$ cat config.mk
export PLATFORM = sky130hd
export DESIGN_NAME = multicycle_control_flat
export DESIGN_NICKNAME = d
export VERILOG_FILES = /design/src/rtl/multicycle_control_if.sv /design/src/rtl/multicycle_control.sv /design/src/flat_wrapper.sv
export SDC_FILE = /design/constraint.sdc
export NUM_CORES = 1
export LEC_CHECK = 0
export ABC_AREA = 1
export ABC_CLOCK_PERIOD_IN_PS = 1600
export CAP_MARGIN = 40
export CORE_AREA = 4 4 44 46
export DETAILED_ROUTE_END_ITERATION = 12
export DIE_AREA = 0 0 48 50
export PLACE_DENSITY_LB_ADDON = 0.1
export SKIP_CTS_REPAIR_TIMING = 1
export SLEW_MARGIN = 20
export SYNTH_ARGS = -nofsm -noshare
export SYNTH_HDL_FRONTEND = slang
export SYNTH_SLANG_ARGS = --single-unit
$ cat constraint.sdc
create_clock -name clk -period 1.6 [get_ports clk]
set_clock_uncertainty 0.05 [all_clocks]
set_input_delay 0.24 -clock clk [delete_from_list [all_inputs] [get_ports clk]]
set_output_delay 0.24 -clock clk [all_outputs]
set_load 0.005 [all_outputs]
$ cat src/rtl/multicycle_control_if.sv
// ---------------------------------------------------------------------------
// multicycle_control_if
//   Signal bundle between the multicycle controller and its datapath/memory.
//   master : the controller (receives opcode/zero/mem_ready, drives controls)
//   slave  : the datapath side (drives opcode/zero/mem_ready, receives controls)
//
//   opcode[3:0]      instruction bits [15:12] from the IR
//   zero             ALU zero flag
//   mem_ready        memory handshake, completes an access when high
//   state[3:0]       current FSM state code (debug/verification)
//   alu_control[2:0] 000 add, 001 sub, 010 and, 011 or, 100 slt
//   alu_src_a        0=PC, 1=reg A
//   alu_src_b[1:0]   00=reg B, 01=const 1, 10=zext imm, 11=sext imm
//   pc_src[1:0]      00=ALU result, 01=ALUOut, 10=jump target
//   pc_write, ir_write, mem_read, mem_write, iord, reg_write, reg_dst,
//   mem_to_reg, halted : datapath strobes/selects
// ---------------------------------------------------------------------------
interface multicycle_control_if;
    logic [3:0] opcode;
    logic       zero;
    logic       mem_ready;
    logic [3:0] state;
    logic [2:0] alu_control;
    logic       alu_src_a;
    logic [1:0] alu_src_b;
    logic [1:0] pc_src;
    logic       pc_write;
    logic       ir_write;
    logic       mem_read;
    logic       mem_write;
    logic       iord;
    logic       reg_write;
    logic       reg_dst;
    logic       mem_to_reg;
    logic       halted;

    modport master (
        input  opcode, zero, mem_ready,
        output state, alu_control, alu_src_a, alu_src_b, pc_src,
               pc_write, ir_write, mem_read, mem_write, iord,
               reg_write, reg_dst, mem_to_reg, halted
    );

    modport slave (
        output opcode, zero, mem_ready,
        input  state, alu_control, alu_src_a, alu_src_b, pc_src,
               pc_write, ir_write, mem_read, mem_write, iord,
               reg_write, reg_dst, mem_to_reg, halted
    );
endinterface

$ cat src/rtl/multicycle_control.sv
// ---------------------------------------------------------------------------
// multicycle_control
//   Moore-style control FSM for a multicycle 16-bit processor.
//   clk   : rising-edge clock for all state
//   reset : synchronous, active-high; returns the FSM to FETCH
//   bus   : multicycle_control_if.master (opcode/zero/mem_ready in,
//           state code and all datapath controls out)
// ---------------------------------------------------------------------------
module multicycle_control (
    input  logic                 clk,
    input  logic                 reset,
    multicycle_control_if.master bus
);

    typedef enum logic [3:0] {
        FETCH     = 4'd0,
        DECODE    = 4'd1,
        EXEC_R    = 4'd2,
        EXEC_I    = 4'd3,
        RWB       = 4'd4,
        MEM_ADDR  = 4'd5,
        MEM_READ  = 4'd6,
        MEM_WB    = 4'd7,
        MEM_WRITE = 4'd8,
        BRANCH    = 4'd9,
        JUMP      = 4'd10,
        IWB       = 4'd11,
        HALT      = 4'd15
    } state_t;

    state_t state_q;
    state_t state_d;
    state_t decode_st;

    always_ff @(posedge clk) begin
        if (reset)
            state_q <= FETCH;
        else
            state_q <= state_d;
    end

    // Next-state logic; unused codes 12-14 fall through to FETCH.
    always_comb begin
        state_d = FETCH;
        case (state_q)
            FETCH:    state_d = bus.mem_ready ? DECODE : FETCH;
            DECODE: begin
                case (bus.opcode)
                    4'b0000, 4'b0001, 4'b0010,
                    4'b0011, 4'b0100:  state_d = EXEC_R;
                    4'b0101:           state_d = EXEC_I;
                    4'b0110, 4'b0111:  state_d = MEM_ADDR;
                    4'b1000:           state_d = BRANCH;
                    4'b1001:           state_d = JUMP;
                    4'b1111:           state_d = HALT;
                    default:           state_d = FETCH;
                endcase
            end
            EXEC_R:   state_d = RWB;
            RWB:      state_d = FETCH;
            EXEC_I:   state_d = IWB;
            IWB:      state_d = FETCH;
            MEM_ADDR: begin
                case (bus.opcode)
                    4'b0110: state_d = MEM_READ;
                    4'b0111: state_d = MEM_WRITE;
                    default: state_d = FETCH;
                endcase
            end
            MEM_READ:  state_d = bus.mem_ready ? MEM_WB : MEM_READ;
            MEM_WB:    state_d = FETCH;
            MEM_WRITE: state_d = bus.mem_ready ? FETCH : MEM_WRITE;
            BRANCH:    state_d = FETCH;
            JUMP:      state_d = FETCH;
            HALT:      state_d = HALT;
            default:   state_d = FETCH;
        endcase
    end

    // Output decode. While reset is high the outputs follow the FETCH
    // decode with every write strobe and halted forced low.
    always_comb begin
        decode_st       = reset ? FETCH : state_q;
        bus.alu_control = 3'b000;
        bus.alu_src_a   = 1'b0;
        bus.alu_src_b   = 2'b00;
        bus.pc_src      = 2'b00;
        bus.pc_write    = 1'b0;
        bus.ir_write    = 1'b0;
        bus.mem_read    = 1'b0;
        bus.mem_write   = 1'b0;
        bus.iord        = 1'b0;
        bus.reg_write   = 1'b0;
        bus.reg_dst     = 1'b0;
        bus.mem_to_reg  = 1'b0;
        bus.halted      = 1'b0;
        case (decode_st)
            FETCH: begin
                bus.mem_read  = 1'b1;
                bus.alu_src_b = 2'b01;
                bus.pc_write  = bus.mem_ready;
                bus.ir_write  = bus.mem_ready;
            end
            DECODE: begin
                bus.alu_src_b = 2'b11;
            end
            EXEC_R: begin
                bus.alu_src_a   = 1'b1;
                bus.alu_control = bus.opcode[2:0];
            end
            RWB: begin
                bus.reg_write = 1'b1;
                bus.reg_dst   = 1'b1;
            end
            EXEC_I, MEM_ADDR: begin
                bus.alu_src_a = 1'b1;
                bus.alu_src_b = 2'b11;
            end
            IWB: begin
                bus.reg_write = 1'b1;
            end
            MEM_READ: begin
                bus.mem_read = 1'b1;
                bus.iord     = 1'b1;
            end
            MEM_WB: begin
                bus.reg_write  = 1'b1;
                bus.mem_to_reg = 1'b1;
            end
            MEM_WRITE: begin
                bus.mem_write = 1'b1;
                bus.iord      = 1'b1;
            end
            BRANCH: begin
                bus.alu_src_a   = 1'b1;
                bus.alu_control = 3'b001;
                bus.pc_src      = 2'b01;
                bus.pc_write    = bus.zero;
            end
            JUMP: begin
                bus.pc_src   = 2'b10;
                bus.pc_write = 1'b1;
            end
            HALT: begin
                bus.halted = 1'b1;
            end
            default: ;
        endcase
        if (reset) begin
            bus.pc_write  = 1'b0;
            bus.ir_write  = 1'b0;
            bus.reg_write = 1'b0;
            bus.mem_write = 1'b0;
            bus.halted    = 1'b0;
        end
    end

    assign bus.state = state_q;

endmodule

$ cat src/flat_wrapper.sv
// flat-port wrapper written by rule: the top's interface ports become plain ports
module multicycle_control_flat 
  (clk, reset, bus_opcode, bus_zero, bus_mem_ready, bus_state, bus_alu_control, bus_alu_src_a, bus_alu_src_b, bus_pc_src, bus_pc_write, bus_ir_write, bus_mem_read, bus_mem_write, bus_iord, bus_reg_write, bus_reg_dst, bus_mem_to_reg, bus_halted);
  multicycle_control_if bus_i ();
  input  logic clk;
  input  logic reset;
  input wire logic [$bits(bus_i.opcode)-1:0] bus_opcode;
  input wire logic [$bits(bus_i.zero)-1:0] bus_zero;
  input wire logic [$bits(bus_i.mem_ready)-1:0] bus_mem_ready;
  output wire logic [$bits(bus_i.state)-1:0] bus_state;
  output wire logic [$bits(bus_i.alu_control)-1:0] bus_alu_control;
  output wire logic [$bits(bus_i.alu_src_a)-1:0] bus_alu_src_a;
  output wire logic [$bits(bus_i.alu_src_b)-1:0] bus_alu_src_b;
  output wire logic [$bits(bus_i.pc_src)-1:0] bus_pc_src;
  output wire logic [$bits(bus_i.pc_write)-1:0] bus_pc_write;
  output wire logic [$bits(bus_i.ir_write)-1:0] bus_ir_write;
  output wire logic [$bits(bus_i.mem_read)-1:0] bus_mem_read;
  output wire logic [$bits(bus_i.mem_write)-1:0] bus_mem_write;
  output wire logic [$bits(bus_i.iord)-1:0] bus_iord;
  output wire logic [$bits(bus_i.reg_write)-1:0] bus_reg_write;
  output wire logic [$bits(bus_i.reg_dst)-1:0] bus_reg_dst;
  output wire logic [$bits(bus_i.mem_to_reg)-1:0] bus_mem_to_reg;
  output wire logic [$bits(bus_i.halted)-1:0] bus_halted;
  assign bus_i.opcode = bus_opcode;
  assign bus_i.zero = bus_zero;
  assign bus_i.mem_ready = bus_mem_ready;
  assign bus_state = bus_i.state;
  assign bus_alu_control = bus_i.alu_control;
  assign bus_alu_src_a = bus_i.alu_src_a;
  assign bus_alu_src_b = bus_i.alu_src_b;
  assign bus_pc_src = bus_i.pc_src;
  assign bus_pc_write = bus_i.pc_write;
  assign bus_ir_write = bus_i.ir_write;
  assign bus_mem_read = bus_i.mem_read;
  assign bus_mem_write = bus_i.mem_write;
  assign bus_iord = bus_i.iord;
  assign bus_reg_write = bus_i.reg_write;
  assign bus_reg_dst = bus_i.reg_dst;
  assign bus_mem_to_reg = bus_i.mem_to_reg;
  assign bus_halted = bus_i.halted;
  multicycle_control u_core (.clk(clk), .reset(reset), .bus(bus_i));
endmodule
After elaboration in Yosys (flattened, before gate mapping) --
Memories as Yosys holds them, arrays and structs flattened. Cells that the tools add are included.
Storage, ports and cells: output and inout bits 21, ROM bits 64, register bits after elaboration 4, word-level logic and storage cells 54, memories 1, input bits 8
Operators by class: equal/unequal tests 21, reductions and logical operators 7, mux-type cells 24
Memory list:
- (name not given) | depth 16, width 4, rd ports 1, clocked after Yosys merged registers in 0, wr ports 0, RTL line multicycle_control.sv:48 | case (bus.opcode)
Operator list (count):
- $eq 4x3->1 const B | 8
- $pmux 4 s8 | 1
- $eq 4x4->1 const B | 7
- $eq 4x2->1 const B | 4
- $mux 1 | 16
- $eq 4x1->1 const B | 2
- $logic_not 4->1 | 2
- $mux 4 | 2
- $pmux 2 s2 | 2
- $pmux 4 s2 | 1
- $pmux 3 s2 | 1
- $reduce_or 3->1 | 2
- $reduce_or 2->1 | 2
- $reduce_or 4->1 | 1
- $pmux 1 s3 | 1

Logic depth before layout (Yosys ltp) --
word-level depth 5, mapped depth 8, depth with buffers taken out 8

Worst setup path before layout --
OpenSTA, ideal clock, no wires.
path type register to output, from reg u_core.state_q[3] (netlist: u_core.bus.state[3]), to out bus_pc_write, slack 0.313 ns, cell stages (with the launch flop) 7, path buffers 0, data arrival time 0.997 ns, cells stage by stage dfxtp_1 -> inv_2 -> nor2_2 -> nand2_1 -> nor2_4 -> nand2_1 -> nand2_1
On the way: word-level cells in the longest chain between the ends 4, elaborated cells between the ends (all ways) 6, those cells by class eq/ne (2); mux (3); reduce/logical (1)
Ends and longest elaborated chain:
- start, declared | RTL line multicycle_control.sv:31 | state_t state_q;
- start signal, assigned | RTL line multicycle_control.sv:39 | state_q <= state_d;
- $mux 4 (*) | RTL line multicycle_control.sv:83 | decode_st = reset ? FETCH : state_q;
- $eq 4x4->1 or $logic_not 4->1 (tied branches) | RTL line multicycle_control.sv:97 | case (decode_st)
- $pmux 1 s3 (*) | RTL line multicycle_control.sv:97
- $mux 1 (*) | RTL line multicycle_control.sv:149 | if (reset) begin
- end, declared | RTL line flat_wrapper.sv:15 | output wire logic [$bits(bus_i.pc_write)-1:0] bus_pc_write;
Mark *: on every way between the ends. The rest lies on a longest branch, timed or not.

Final worst setup path --
from reg u_core.state_q[1] (netlist: u_core.bus.state[1]), to out bus_pc_write
The elaborated chain is that of the path after synthesis.

==> metrics <==
result of the run=finished with violations; failing checks=negative setup slack; max FFs per register=4; Detail Route Antenna Nets=0; Worst Setup Slack, final=-0.0308 ns; area leader, netlist=nand2_1; required time of the critical path=1.31 ns; summed negative setup slack over all endpoints=-0.0464 ns; vias in the first global route=around 730; net count reported at finish=between 150 and 200; horizontal die dimension=48 µm; final max-slew violation count=0; IO Count=29; drt total wl=2330 µm; kind of launch point of the worst setup path=flip-flop; antenna fix cells=0; CTS max path bufs=2; Residual DRC=0; Area growth syn-to-layout=119%; fraction of layout cells with a size suffix above 1=a little under two fifths; post-synthesis instance area=approximately 550 µm²; root cell of the clock tree=clkbuf_4; unrepaired setup endpoints after global routing=yes; most numerous cell in the Yosys netlist=nand2_1; flop-to-flop setup slack=0.21 ns; largest net degree at the start of global routing=8; number of synthesized flops with an enable pin=0; Mapped Avg Cell Area=approximately 5.0 µm²; # fillers=113; clock period minus final worst setup slack=approximately 1.6 ns; share of the yosys chip area belonging to registers=14.5%; number of placement rows=14; CTS tree=yes; Arr. time, crit path=1.34 ns; ranking of synthesized cells by instance count=35 x nand2_1, 31 x nor2_1, 11 x inv_1, 11 x nand3_1; Cells after Synth=111; wire length of the first global-routing pass=about 2900 µm; half-perimeter wire length after placement=~1500 µm; maximum operating frequency=613 MHz; final weighted congestion in routability-driven placement=approximately 0.83; top cells by area, synth=nand2_1 24%, nor2_1 21%, dfxtp_1 14%; reported max-cap violation count=0; routed length per instance=12.6 µm; critical path fanouts, max=4; total setup violations reported at the end of the flow=2; effective utilization at floorplan=36.7%; number of cells on the worst reg-to-reg path=9; Core Footprint=1510 µm²; clock latency of the later-clocked register in the worst-skew pair=between 0.2 and 0.25 ns; Inserted Clock Buffers=3; total count of hold-check failures in the final report=0; reg-to-reg critical path startpoint=u_core.bus.state[3]; total power density per cell area=approximately 420 nW/µm²; via total after detailed routing=~930; leftover overflow at the end of global routing=0; Worst Hold Path Cells=3; Main synth FF type=dfxtp_1; number of port buffers=28; clk sink count=4; area of the die=roughly 2400 µm²; number of H-tree levels=1; setup slack after placement=-0.489 ns; proportion of netlist area held by the largest area contributor=a little under a quarter; nature of the critical path endpoint=output pin; transition time at the pin with the least slew margin=~0.2 ns; post-synth net total=119; largest voltage drop on the vdd net=0.000513 V; max-slew headroom at the worst pin=between 80% and 90%; Hold WC Path Type=input port to flip-flop; clock transition at the registers of the reported paths=around 0.040 ns; Netlist cell types=16; terminus of the critical flop-to-flop path=u_core.bus.state[0]; initial antenna violation count=0; worst hold path endpoint=u_core.bus.state[2]; GR Util All Layers=16.2%; drt pass-1 iters=6; Die Ht=50 µm; drt via density=5.02; drt initial violations=13; number of synthesized register bits=4; ratio of final minimum period to clock period=102%; hold path startpoint=reset; leakage power=0.000785 µW; Critical Setup Path Class=flip-flop to output pin; share of async-settable or async-resettable flops after synthesis=0%; Yosys Warn Count=0
## critical path: stages (launching register included)
cell,delay (ns)
dfxtp_4,0.39
inv_4,0.06
nor2_4,0.15
buf_6,0.12
nand3_1,0.08
inv_1,0.08
nor2_1,0.05
nand2_1,0.06
dlymetal6s2s_1,0.12
## area by class of cell
type	count	area (µm²)	share of cell area, %
clock buffer	3	22.5	1.86
timing repair buffer	56	524	43.4
tap	16	20.0	1.66
inverter	15	63.8	5.28
sequential	4	95.1	7.87
multi-input combinational	91	483	40.0
## worst max-delay path by stage
stage / from / end
floorplan: u_core.bus.state[3] / bus_pc_write
global placement: reset / bus_alu_src_a
CTS: reset / bus_alu_src_a
detailed placement: reset / bus_alu_src_a
global route: u_core.bus.state[1] / bus_pc_write
finish: u_core.bus.state[1] / bus_pc_write
## cell usage in the layout, fill, tap and decap left out
master,synthesis,layout
nand2_1,35,31
nor2_1,31,28
buf_4,1,23
dlymetal6s2s_1,0,14
clkdlybuf4s50_1,0,10
inv_1,11,9
nand3_1,11,8
nor2_4,3,6
buf_6,0,5
nand2_2,1,4
dfxtp_4,0,4
inv_4,0,3
inv_2,4,3
clkbuf_4,0,3
buf_2,0,3
nand3_4,0,2
o21ai_2,2,2
o21ai_0,2,2
a21oi_1,2,2
nand3_2,0,1
or2_1,1,1
nand2_4,0,1
o2111ai_2,0,1
nor2_2,1,1
nand3b_1,1,1
clkbuf_2,0,1
## stage by stage
step	area, µm²	util, %	hold slack [ns]	std cells	total power, µW
2_1_floorplan	553	-	0.394	111	211
3_3_place_gp	1020	67.6	0.726	177	332
3_5_place_dp	1020	67.6	0.730	177	335
4_1_cts	1040	69.1	0.678	180	462
5_1_grt	1210	80.2	0.326	185	543
6_report	1210	80.2	0.320	185	504
## cell families after synthesis
kind of cell	after synthesis	synth area share [%]
AO/OA/AOI/OAI	7	8.37
buffers and inverters	16	11.5
flip-flops	4	14.5
AND/OR/NAND/NOR	84	65.6
## where the power goes
| group | internal (µW) | switching [µW] |
|---|---|---|
| sequential | 105 | 17.9 |
| clock | 83.9 | 41.3 |
| combinational | 135 | 120 |
| total | 324 | 179 |
## layer usage
metal	global-route usage (%)	wire length (µm)	vias up
li1	-	-	460
met1	17.9	885	428
met2	28.0	1260	33
met3	4.36	134	8
met4	5.38	48	0
met5	0	0	-
Note: power is estimated with default switching activity, not from simulation.
